--- src/rtl/iter_div_unit.sv ---
// Iterative restoring divider (signed/unsigned), BITS_PER_CYCLE quotient bits per cycle, with flush abort.
// Optional DIV_ZERO_FAST_EN: divide-by-zero retires from IDLE straight to DONE.
module iter_div_unit #(
  parameter int WIDTH          = 32,
  parameter int BITS_PER_CYCLE = 1
) (
  input  logic             clk_i,
  input  logic             rst_ni,
  input  logic             start_i,
  input  logic             signed_op_i,
  input  logic [WIDTH-1:0] dividend_i,
  input  logic [WIDTH-1:0] divisor_i,
  input  logic             flush_i,
  output logic             busy_o,
  output logic             done_o,
  output logic [WIDTH-1:0] quotient_o,
  output logic [WIDTH-1:0] remainder_o,
  output logic             div_by_zero_o
);
  localparam int N  = WIDTH / BITS_PER_CYCLE;
  localparam int CW = $clog2(N + 1);

  typedef enum logic [1:0] {S_IDLE, S_CALC, S_FIX, S_DONE} state_t;

  state_t           state_q, state_d;
  logic             sop_q, sop_d, sa_q, sa_d, sb_q, sb_d;
  logic [WIDTH-1:0] raw_q, raw_d, dsr_q, dsr_d, quo_q, quo_d;
  logic [WIDTH:0]   rem_q, rem_d;
  logic [CW-1:0]    cnt_q, cnt_d;
  logic [WIDTH-1:0] qo_q, qo_d, ro_q, ro_d;
  logic             dz_q, dz_d;

  logic [WIDTH-1:0] dvd_abs, dsr_abs, quo_step;
  logic [WIDTH:0]   rem_step;

  assign dvd_abs = (signed_op_i && dividend_i[WIDTH-1]) ? -dividend_i : dividend_i;
  assign dsr_abs = (signed_op_i && divisor_i[WIDTH-1])  ? -divisor_i  : divisor_i;

  // BITS_PER_CYCLE restoring sub-steps chained combinationally
  always_comb begin
    logic [WIDTH:0] diff;
    rem_step = rem_q;
    quo_step = quo_q;
    diff     = '0;
    for (int k = 0; k < BITS_PER_CYCLE; k++) begin
      rem_step = {rem_step[WIDTH-1:0], quo_step[WIDTH-1]};
      quo_step = {quo_step[WIDTH-2:0], 1'b0};
      diff     = rem_step - {1'b0, dsr_q};
      if (!diff[WIDTH]) begin
        rem_step    = diff;
        quo_step[0] = 1'b1;
      end
    end
  end

  always_ff @(posedge clk_i or negedge rst_ni) begin
    if (!rst_ni) begin
      state_q <= S_IDLE;
      sop_q   <= 1'b0;
      sa_q    <= 1'b0;
      sb_q    <= 1'b0;
      raw_q   <= '0;
      dsr_q   <= '0;
      quo_q   <= '0;
      rem_q   <= '0;
      cnt_q   <= '0;
      qo_q    <= '0;
      ro_q    <= '0;
      dz_q    <= 1'b0;
    end else begin
      state_q <= state_d;
      sop_q   <= sop_d;
      sa_q    <= sa_d;
      sb_q    <= sb_d;
      raw_q   <= raw_d;
      dsr_q   <= dsr_d;
      quo_q   <= quo_d;
      rem_q   <= rem_d;
      cnt_q   <= cnt_d;
      qo_q    <= qo_d;
      ro_q    <= ro_d;
      dz_q    <= dz_d;
    end
  end

  always_comb begin
    state_d = state_q;
    sop_d   = sop_q;
    sa_d    = sa_q;
    sb_d    = sb_q;
    raw_d   = raw_q;
    dsr_d   = dsr_q;
    quo_d   = quo_q;
    rem_d   = rem_q;
    cnt_d   = cnt_q;
    qo_d    = qo_q;
    ro_d    = ro_q;
    dz_d    = dz_q;
    case (state_q)
      S_IDLE: begin
        if (start_i && !flush_i) begin
          sop_d   = signed_op_i;
          sa_d    = dividend_i[WIDTH-1];
          sb_d    = divisor_i[WIDTH-1];
          raw_d   = dividend_i;
          dsr_d   = dsr_abs;
          quo_d   = dvd_abs;
          rem_d   = '0;
          cnt_d   = CW'(N);
          state_d = S_CALC;
`ifdef DIV_ZERO_FAST_EN
          if (divisor_i == '0) begin
            qo_d    = '1;
            ro_d    = dividend_i;
            dz_d    = 1'b1;
            state_d = S_DONE;
          end
`else
`endif
        end
      end
      S_CALC: begin
        if (flush_i) begin
          state_d = S_IDLE;
        end else begin
          rem_d = rem_step;
          quo_d = quo_step;
          cnt_d = cnt_q - 1'b1;
          if (cnt_q == CW'(1)) state_d = S_FIX;
        end
      end
      S_FIX: begin
        if (flush_i) begin
          state_d = S_IDLE;
        end else begin
          // zero divisor leaves |divisor| zero, so the raw-dividend override keys off dsr_q
          if (dsr_q == '0) begin
            qo_d = '1;
            ro_d = raw_q;
            dz_d = 1'b1;
          end else begin
            qo_d = (sop_q && (sa_q ^ sb_q)) ? -quo_q : quo_q;
            ro_d = (sop_q && sa_q) ? -rem_q[WIDTH-1:0] : rem_q[WIDTH-1:0];
            dz_d = 1'b0;
          end
          state_d = S_DONE;
        end
      end
      S_DONE:  state_d = S_IDLE;
      default: state_d = S_IDLE;
    endcase
  end

  always_comb begin
    busy_o = (state_q != S_IDLE);
    done_o = (state_q == S_DONE);
  end

  assign quotient_o    = qo_q;
  assign remainder_o   = ro_q;
  assign div_by_zero_o = dz_q;
endmodule

--- config.mk ---
export PLATFORM = sky130hd
export DESIGN_NAME = iter_div_unit
export DESIGN_NICKNAME = d
export VERILOG_FILES = /design/src/rtl/iter_div_unit.sv
export SDC_FILE = /design/constraint.sdc
export NUM_CORES = 1
export LEC_CHECK = 0
export ABC_AREA = 1
export ABC_CLOCK_PERIOD_IN_PS = 3200
export BUFFER_PORTS_ARGS = -buffer_cell sky130_fd_sc_hd__buf_2
export CORE_MARGIN = 4
export CORE_UTILIZATION = 55
export CTS_CLUSTER_DIAMETER = 30
export DETAILED_ROUTE_END_ITERATION = 7
export PLACE_DENSITY = 0.75
export SYNTH_ARGS = -nofsm -noshare
export SYNTH_HDL_FRONTEND = slang
export SYNTH_SLANG_ARGS = --single-unit
--- constraint.sdc ---
create_clock -name clk_i -period 3.2 [get_ports clk_i]
set_input_delay 0.48 -clock clk_i [delete_from_list [all_inputs] [get_ports clk_i]]
set_output_delay 0.48 -clock clk_i [all_outputs]
set_load 0.02 [all_outputs]
==> reports/metrics.yaml, run 1 <==
power_and_ir_drop:
  power.density_nw_per_um2: 1110
  p_leak_nw: 9.54
  vdd_drop_max_v: 0.000704
final_layout:
  mostFrequentLayoutCell: "nand2_1"
  antennaDiodeCount: 0
  utilization_pct: 66.6
  drive_gt1_share_pct: 12.5
  num-fill-cells: 2382
  fin_cells: 2809
  final_cell_area_um2: 17500
  fin_nets: 2544
  syn_to_final_growth_pct: 18.0
  final_cell_mix: "nand2_1 (754), inv_1 (332), nand3_1 (249)"
clock_tree:
  cts_resized: 0
  clk_latency_ns: 0.54
  cts_hold_buf: 0
  cts_max_path_buffers: 3
  cts_tree: "yes"
  cts.sinks: 203
  post-cts-setup-buffers: 0
  root_buffer: "clkbuf_16"
  path_clk_slew_ns: 0.05
  cts_buffers: 48
  cts_max_level: 2
global_route:
  gr-usage-all-layers_pct: 33.7
  grt_max_degree: 97
  first_global_vias: 14582
  overflow: 0
  antenna_found_initial: 0
  grt_pass1_wl_um: 78600
setup_path:
  slowest_stage: "fa_1"
  rrSetupSlack_ns: 0.51
  setup.worst_path.start_class: "flop"
  crit_family: "simple AND/OR/NAND/NOR gates"
  critPathKind: "flop to flop"
  crit_required_ns: 3.59
  crit_path_max_incr_delay_ns: 0.41
  crit_buf_inv: 2
  crit_top_cell: "nand2_4"
  cp-end-kind: "flop"
  arrival_ns: 3.08
  ff2ff_path_depth: 17
  reg2reg_from: "quo_q[31]"
  worst-path-max-fanout: 27
  r2r_end: "rem_q[28]"
  crit_chain: "inv_1, ha_1, fa_1, inv_1, nand2_1, nand2_1, nand3_1, nand2_2, nand2_2, nand2_4, nand2_4, nand2_4, nand2_4, nand2_8, nand2_2, nand3_1, nand2_1"
place:
  place_congestion: 0.971
  place_area_um2: 15800
  place_inst: 2721
  dp_hpwl_um: 38400
  port-buffer-count: 135
sta:
  worst_hold_slack_ns: 0.0494
  worst_pin_slew_ns: 0.928
  final-setup-viol-count: 0
  min_period_ns: 2.69
  setup_tns_ns: 0
  finClkSkew_ns: 0.0296
  drv_slew: 0
  rsz0062_at_grt: "false"
  hold_violations: 0
  max_slew_margin_pct: 38.0
  fmax_mhz: 372
  fin_crit_sh_pct: 84.0
synthesis:
  async_flop_share_pct: 100
  synth_compound_area_share_pct: 10.8
  synthCells: 2302
  synth_sequential_area_ratio_pct: 34.2
  yosysTopAreaCell: "dfrtp_1"
  synth_warnings: 0
  syn_nets: 2410
  ys.flop_type: "dfrtp_1"
  synth_area_um2: 14900
  avgSynthCellArea_um2: 6.46
  synth_edf_count: 0
  synth_top_family_by_area: "simple AND/OR/NAND/NOR gates"
  ys_top_cells_by_area: "dfrtp_1 (34%), nand2_1 (19%), inv_1 (8.4%)"
  synth.area.mux_share_pct: 0
  ys_types: 48
  yosysTopAreaCellShare_pct: 34.2
  synth_fa_ha_area_share_pct: 3.33
  synth-simple-area-share_pct: 37.5
  yosys.area_share.xor_xnor_pct: 3.36
  ys_seq_elements: 203
floorplan:
  core_um2: 26400
  die_w_um: 172
  rows: 59
  fp.dieArea_um2: 29700
  die_h_um: 172
  ios: 136
  start_util_pct: 56.4
flow_run:
  maxCapViolCount: 0
route:
  drc: 0
  via_per_inst: 5.63
  vias: 15817
  dr.pass1.iters: 6
  post_drt_wl_per_cell_um: 17.9
  drt-total-wl_um: 50200
  drt_iter0_markers: 1695
  antenna_left: 0
min_path:
  min_path_type: "input pin to asynchronous set/reset pin"
outcome:
  status: "completed"
per-layer routing:
metal	part of all wire, %	up-vias	global-route usage [%]
met4	2.3	0	8.44
met3	12	91	9.51
met2	41	817	47.4
met1	45	7298	51.0
met5	0	-	0
li1	-	7611	-
sequential cells by signal, summed over array words and instances (netlist names):
| name | cells |
|---|---|
| sop_q | 1 |
| sb_q | 1 |
| dsr_q | 32 |
| state_q | 2 |
| rem_q | 32 |
| raw_q | 31 |
| quo_q | 32 |
| quotient_o | 32 |
| cnt_q | 6 |
| div_by_zero_o | 1 |
| sa_q | 1 |
| remainder_o | 32 |
worst max path at each step:
stage | start | to | slack (ns) | depth (start not counted)
detailed placement | quo_q[31] | rem_q[6] | 0.61 | 17
floorplan | quo_q[31] | rem_q[10] | 1.03 | 18
finish | quo_q[31] | rem_q[28] | 0.51 | 17
global placement | quo_q[31] | rem_q[30] | 0.66 | 17
CTS | quo_q[31] | rem_q[28] | 0.54 | 17
global route | quo_q[31] | rem_q[28] | 0.25 | 17
where the power goes:
| part | switching [mW] | internal, mW | total (mW) |
|---|---|---|---|
| sequential | 1.08 | 3.69 | 4.77 |
| clock | 1.57 | 3.51 | 5.08 |
| combinational | 6.59 | 3.01 | 9.60 |
cell usage after synthesis, types with 6 or more instances:
cell and count:
nand2_2 22, a22oi_1 6, o21bai_1 8, nand2_1 755, a2bb2oi_1 10, nand3_1 249, nand3b_1 7, dfrtp_1 203
o211ai_1 11, inv_2 10, xnor2_1 12, inv_1 332, ha_1 38, a21oi_1 63, o21ai_0 129, buf_4 6
or2_2 12, nor3_1 32, o21ai_1 13, nor4_1 7, nand4_1 24, nor2_2 9, xor2_1 45, buf_2 18
nor2_1 181, clkbuf_1 39, o22ai_1 9, a31oi_1 6
cell type report:
| cell class | instances | area (um^2) | share of cell area, % |
|---|---|---|---|
| Clock inverter | 29 | 392 | 2.23 |
| Timing Repair Buffer | 154 | 852 | 4.86 |
| Multi-Input combinational cell | 1687 | 8200 | 46.7 |
| Tap cell | 335 | 419 | 2.39 |
| Sequential cell | 203 | 5080 | 29.0 |
| Clock buffer | 59 | 1320 | 7.54 |
| Inverter | 342 | 1280 | 7.32 |
logic make-up (layout without fill, tap and decap cells):
kind of cell,after synthesis,after routing
simple gates,1312,1312
buf+inv,412,584
compound gates,279,279
flops,203,203
xor+xnor,57,57
fa+ha+maj,39,39
per-stage QoR:
stage / power, mW / worst slack, ns
2_1_floorplan: 11.2 / 1.03
3_3_place_gp: 13.9 / 0.663
3_5_place_dp: 14.0 / 0.608
4_1_cts: 19.2 / 0.542
5_1_grt: 20.8 / 0.250
6_report: 19.5 / 0.513
Power figures use the tool's default switching activity.
==> run 2: changes to the inputs <==
Settings changed: ABC_AREA 1 to 0, ABC_CLOCK_PERIOD_IN_PS 3200 to 2800.
Clock period 3.2 ns to 2.8 ns, I/O delays scaled along.
==> run 2 against run 1 <==
  * The flow now finishes with violations (negative setup slack)
  * Global-route usage down 5.0 points
  * Via count down 16%
  * Combinational power up 27%
  * Sequential share of layout area down 0.27 points
  * Sequential cell count unchanged
  * Critical path type unchanged
  * Highest routed layer unchanged
==> reports/metrics.yaml, run 2 <==
synthesis:
  synth_edf_count: 0
  yosysMostFrequentCell: "nand2_1"
  synth_warnings: 0
  ys.flop_type: "dfrtp_1"
  syn_nets: 1745
  ys_types: 72
  avgSynthCellArea_um2: 8.02
  synth_common_cells: "nand2_1 (280), dfrtp_1 (203), a21oi_1 (153)"
  async_flop_share_pct: 100
  ys_top_cells_by_area: "dfrtp_1 (39%), nand2_1 (8.0%), xnor2_1 (6.0%)"
  yosysTopAreaCell: "dfrtp_1"
  synthCells: 1637
  yosysTopAreaCellShare_pct: 38.7
  ys_seq_elements: 203
  synth_area_um2: 13100
  synth_sequential_area_ratio_pct: 38.7
sta:
  max_slew_margin_pct: 7.91
  worst_pin_slew_ns: 1.38
  final-setup-viol-count: 32
  layout_setup_ws_ns: -0.167
  drv_slew: 0
  fmax_mhz: 337
  fin_crit_sh_pct: 106
  rsz0062_at_grt: "true"
  min_period_ns: 2.97
  hold_violations: 0
  finClkSkew_ns: 0.0220
final_layout:
  num-fill-cells: 1656
  final_cell_area_um2: 17700
  syn_to_final_growth_pct: 35.0
  fin_cells: 2270
  final_cell_mix: "nand2_1 (278), dfrtp_1 (198), buf_4 (178)"
  fin_nets: 2024
  drive_gt1_share_pct: 26.6
  mostFrequentLayoutCell: "nand2_1"
floorplan:
  die_w_um: 163
  rows: 56
  die_h_um: 163
  start_util_pct: 56.0
  ios: 136
  core_um2: 23500
  fp.dieArea_um2: 26400
clock_tree:
  path_clk_slew_ns: 0.05
  cts_max_level: 2
  root_buffer: "clkbuf_16"
  cts_max_path_buffers: 3
  cts_buffers: 41
  cts.sinks: 203
  clk_latency_ns: 0.53
  cts_tree: "yes"
setup_path:
  slowest_stage: "a2111o_1"
  setup.worst_path.start_class: "flop"
  crit_path_max_incr_delay_ns: 0.45
  arrival_ns: 3.38
  crit_chain: "inv_2, ha_4, fa_2, nor2b_4, o2111ai_4, a21oi_4, a2111o_1, and3_4, buf_6, o21ai_4, clkbuf_16, nand4_1, o211ai_1"
  critPathKind: "flop to flop"
  cp-end-kind: "flop"
  crit_required_ns: 3.21
  worst-path-max-fanout: 13
route:
  vias: 13280
  post_drt_wl_per_cell_um: 18.0
  drc: 0
  drt_iter0_markers: 1194
  antenna_left: 0
  dr.pass1.iters: 6
  via_per_inst: 5.85
  drt-total-wl_um: 40900
outcome:
  status: "finished, violations left"
  violations: "negative setup slack"
global_route:
  grt_max_degree: 111
  overflow: 0
  gr-usage-all-layers_pct: 28.7
  first_global_vias: 12556
  grt_pass1_wl_um: 62700
  antenna_found_initial: 1
power_and_ir_drop:
  seq_power_share_pct: 20.7
  clock_power_share_pct: 23.7
  vdd_drop_max_v: 0.000652
  p_leak_nw: 8.04
  p_int_mw: 12.9
  netSwitchingPower_mw: 8.99
  combPwrFrac_pct: 55.6
  netSwitchingFraction_pct: 41.1
  power.density_nw_per_um2: 1230
place:
  place_area_um2: 15300
  port-buffer-count: 135
  place_inst: 2167
  place_congestion: 0.939
  dp_hpwl_um: 27600
min_path:
  min_path_type: "input pin to flop"
flow_run:
  maxCapViolCount: 0
==> run 2: cell count changes after synthesis, moves of 38 or more <==
| cell | previous run | this run |
|---|---|---|
| nand2_1 | 755 | 280 |
| inv_1 | 332 | 62 |
| a21oi_1 | 63 | 153 |
| xnor2_1 | 12 | 90 |
| nand3_1 | 249 | 19 |
| clkbuf_1 | 39 | 77 |
==> run 2: cells by family after synthesis <==
family,Yosys count,synth area share (%)
and+or+nand+nor,647,23.0
AOI/OAI and AO/OA,448,20.4
DFF,203,38.7
buffers and inverters,162,4.91
xor gates and xnor gates,134,8.94
adders and majority gates,39,3.77
muxes,4,0.305
==> run 2: layout make-up <==
type	instances	area, um^2	share of cell area (%)
Inverter	62	233	1.31
Tap cell	319	399	2.25
Clock inverter	20	302	1.70
Clock buffer	56	1190	6.73
Sequential cell	203	5090	28.7
Antenna cell	2	5.00	0.0282
Multi-Input combinational cell	1272	8110	45.7
Timing Repair Buffer	336	2400	13.6
==> run 2: path summary, 6_finish.rpt <==
kind                          startpoint             to  slack (ns)  cells past startpoint
max                            quo_q[31]       rem_q[4]       -0.17                     13
min                        divisor_i[31]           sb_q        0.15                      3
max reg2reg                    quo_q[31]       rem_q[4]       -0.17                     13
min reg2reg                quotient_o[0]  quotient_o[0]        0.47                      2
max in group asynchronous         rst_ni       quo_q[0]        1.53                      3
min in group asynchronous         rst_ni      quo_q[26]        0.44                      2
==> run 2: power groups by stage <==
stage	registers [mW]	clock network (mW)	logic (mW)
floorplan	4.74	0	5.58
global placement	4.43	0	9.17
detailed placement	4.47	0	9.37
CTS	4.47	5.22	9.93
global route	4.62	5.39	13.0
finish	4.53	5.20	12.2
==> run 2: timing repair <==
action                                  in CTS  in global routing
hold buffers                                 1                  0
pin swaps                                   10                 55
hold endpoints to repair                    57                  0
setup buffers                                3                 16
endpoints found under the setup margin      43                 54
gates cloned                                 1                  4
resized for setup                           36                 99
==> run 2: worst max-delay path: cells and delay by family (launching register included) <==
| family | cells | cell delay [ns] |
|---|---|---|
| and+or+nand+nor | 3 | 0.38 |
| DFF | 1 | 0.39 |
| adders and majority gates | 2 | 0.40 |
| buffers and inverters | 3 | 0.46 |
| AOI/OAI and AO/OA | 5 | 1.22 |
==> run 2: routing by layer <==
layer,global-route usage [%],share of wire (%),up-vias
li1,-,-,6352
met4,10.1,3.6,0
met1,36.6,40,6272
met5,0,0,-
met2,50.4,50,536
met3,3.85,6.4,120
==> run 2: through the flow <==
step	util (%)	hold WS (ns)	total power [mW]	setup TNS, ns	worst slack, ns
4_1_cts	72.5	0.140	19.6	-0.0720	-0.0334
3_3_place_gp	65.1	0.432	13.6	-3.65	-0.173
6_report	75.6	0.150	21.9	-2.49	-0.167
5_1_grt	75.5	0.152	23.0	-5.57	-0.253
2_1_floorplan	-	0.124	10.3	-2.08	-0.107
3_5_place_dp	65.1	0.436	13.8	-6.77	-0.277
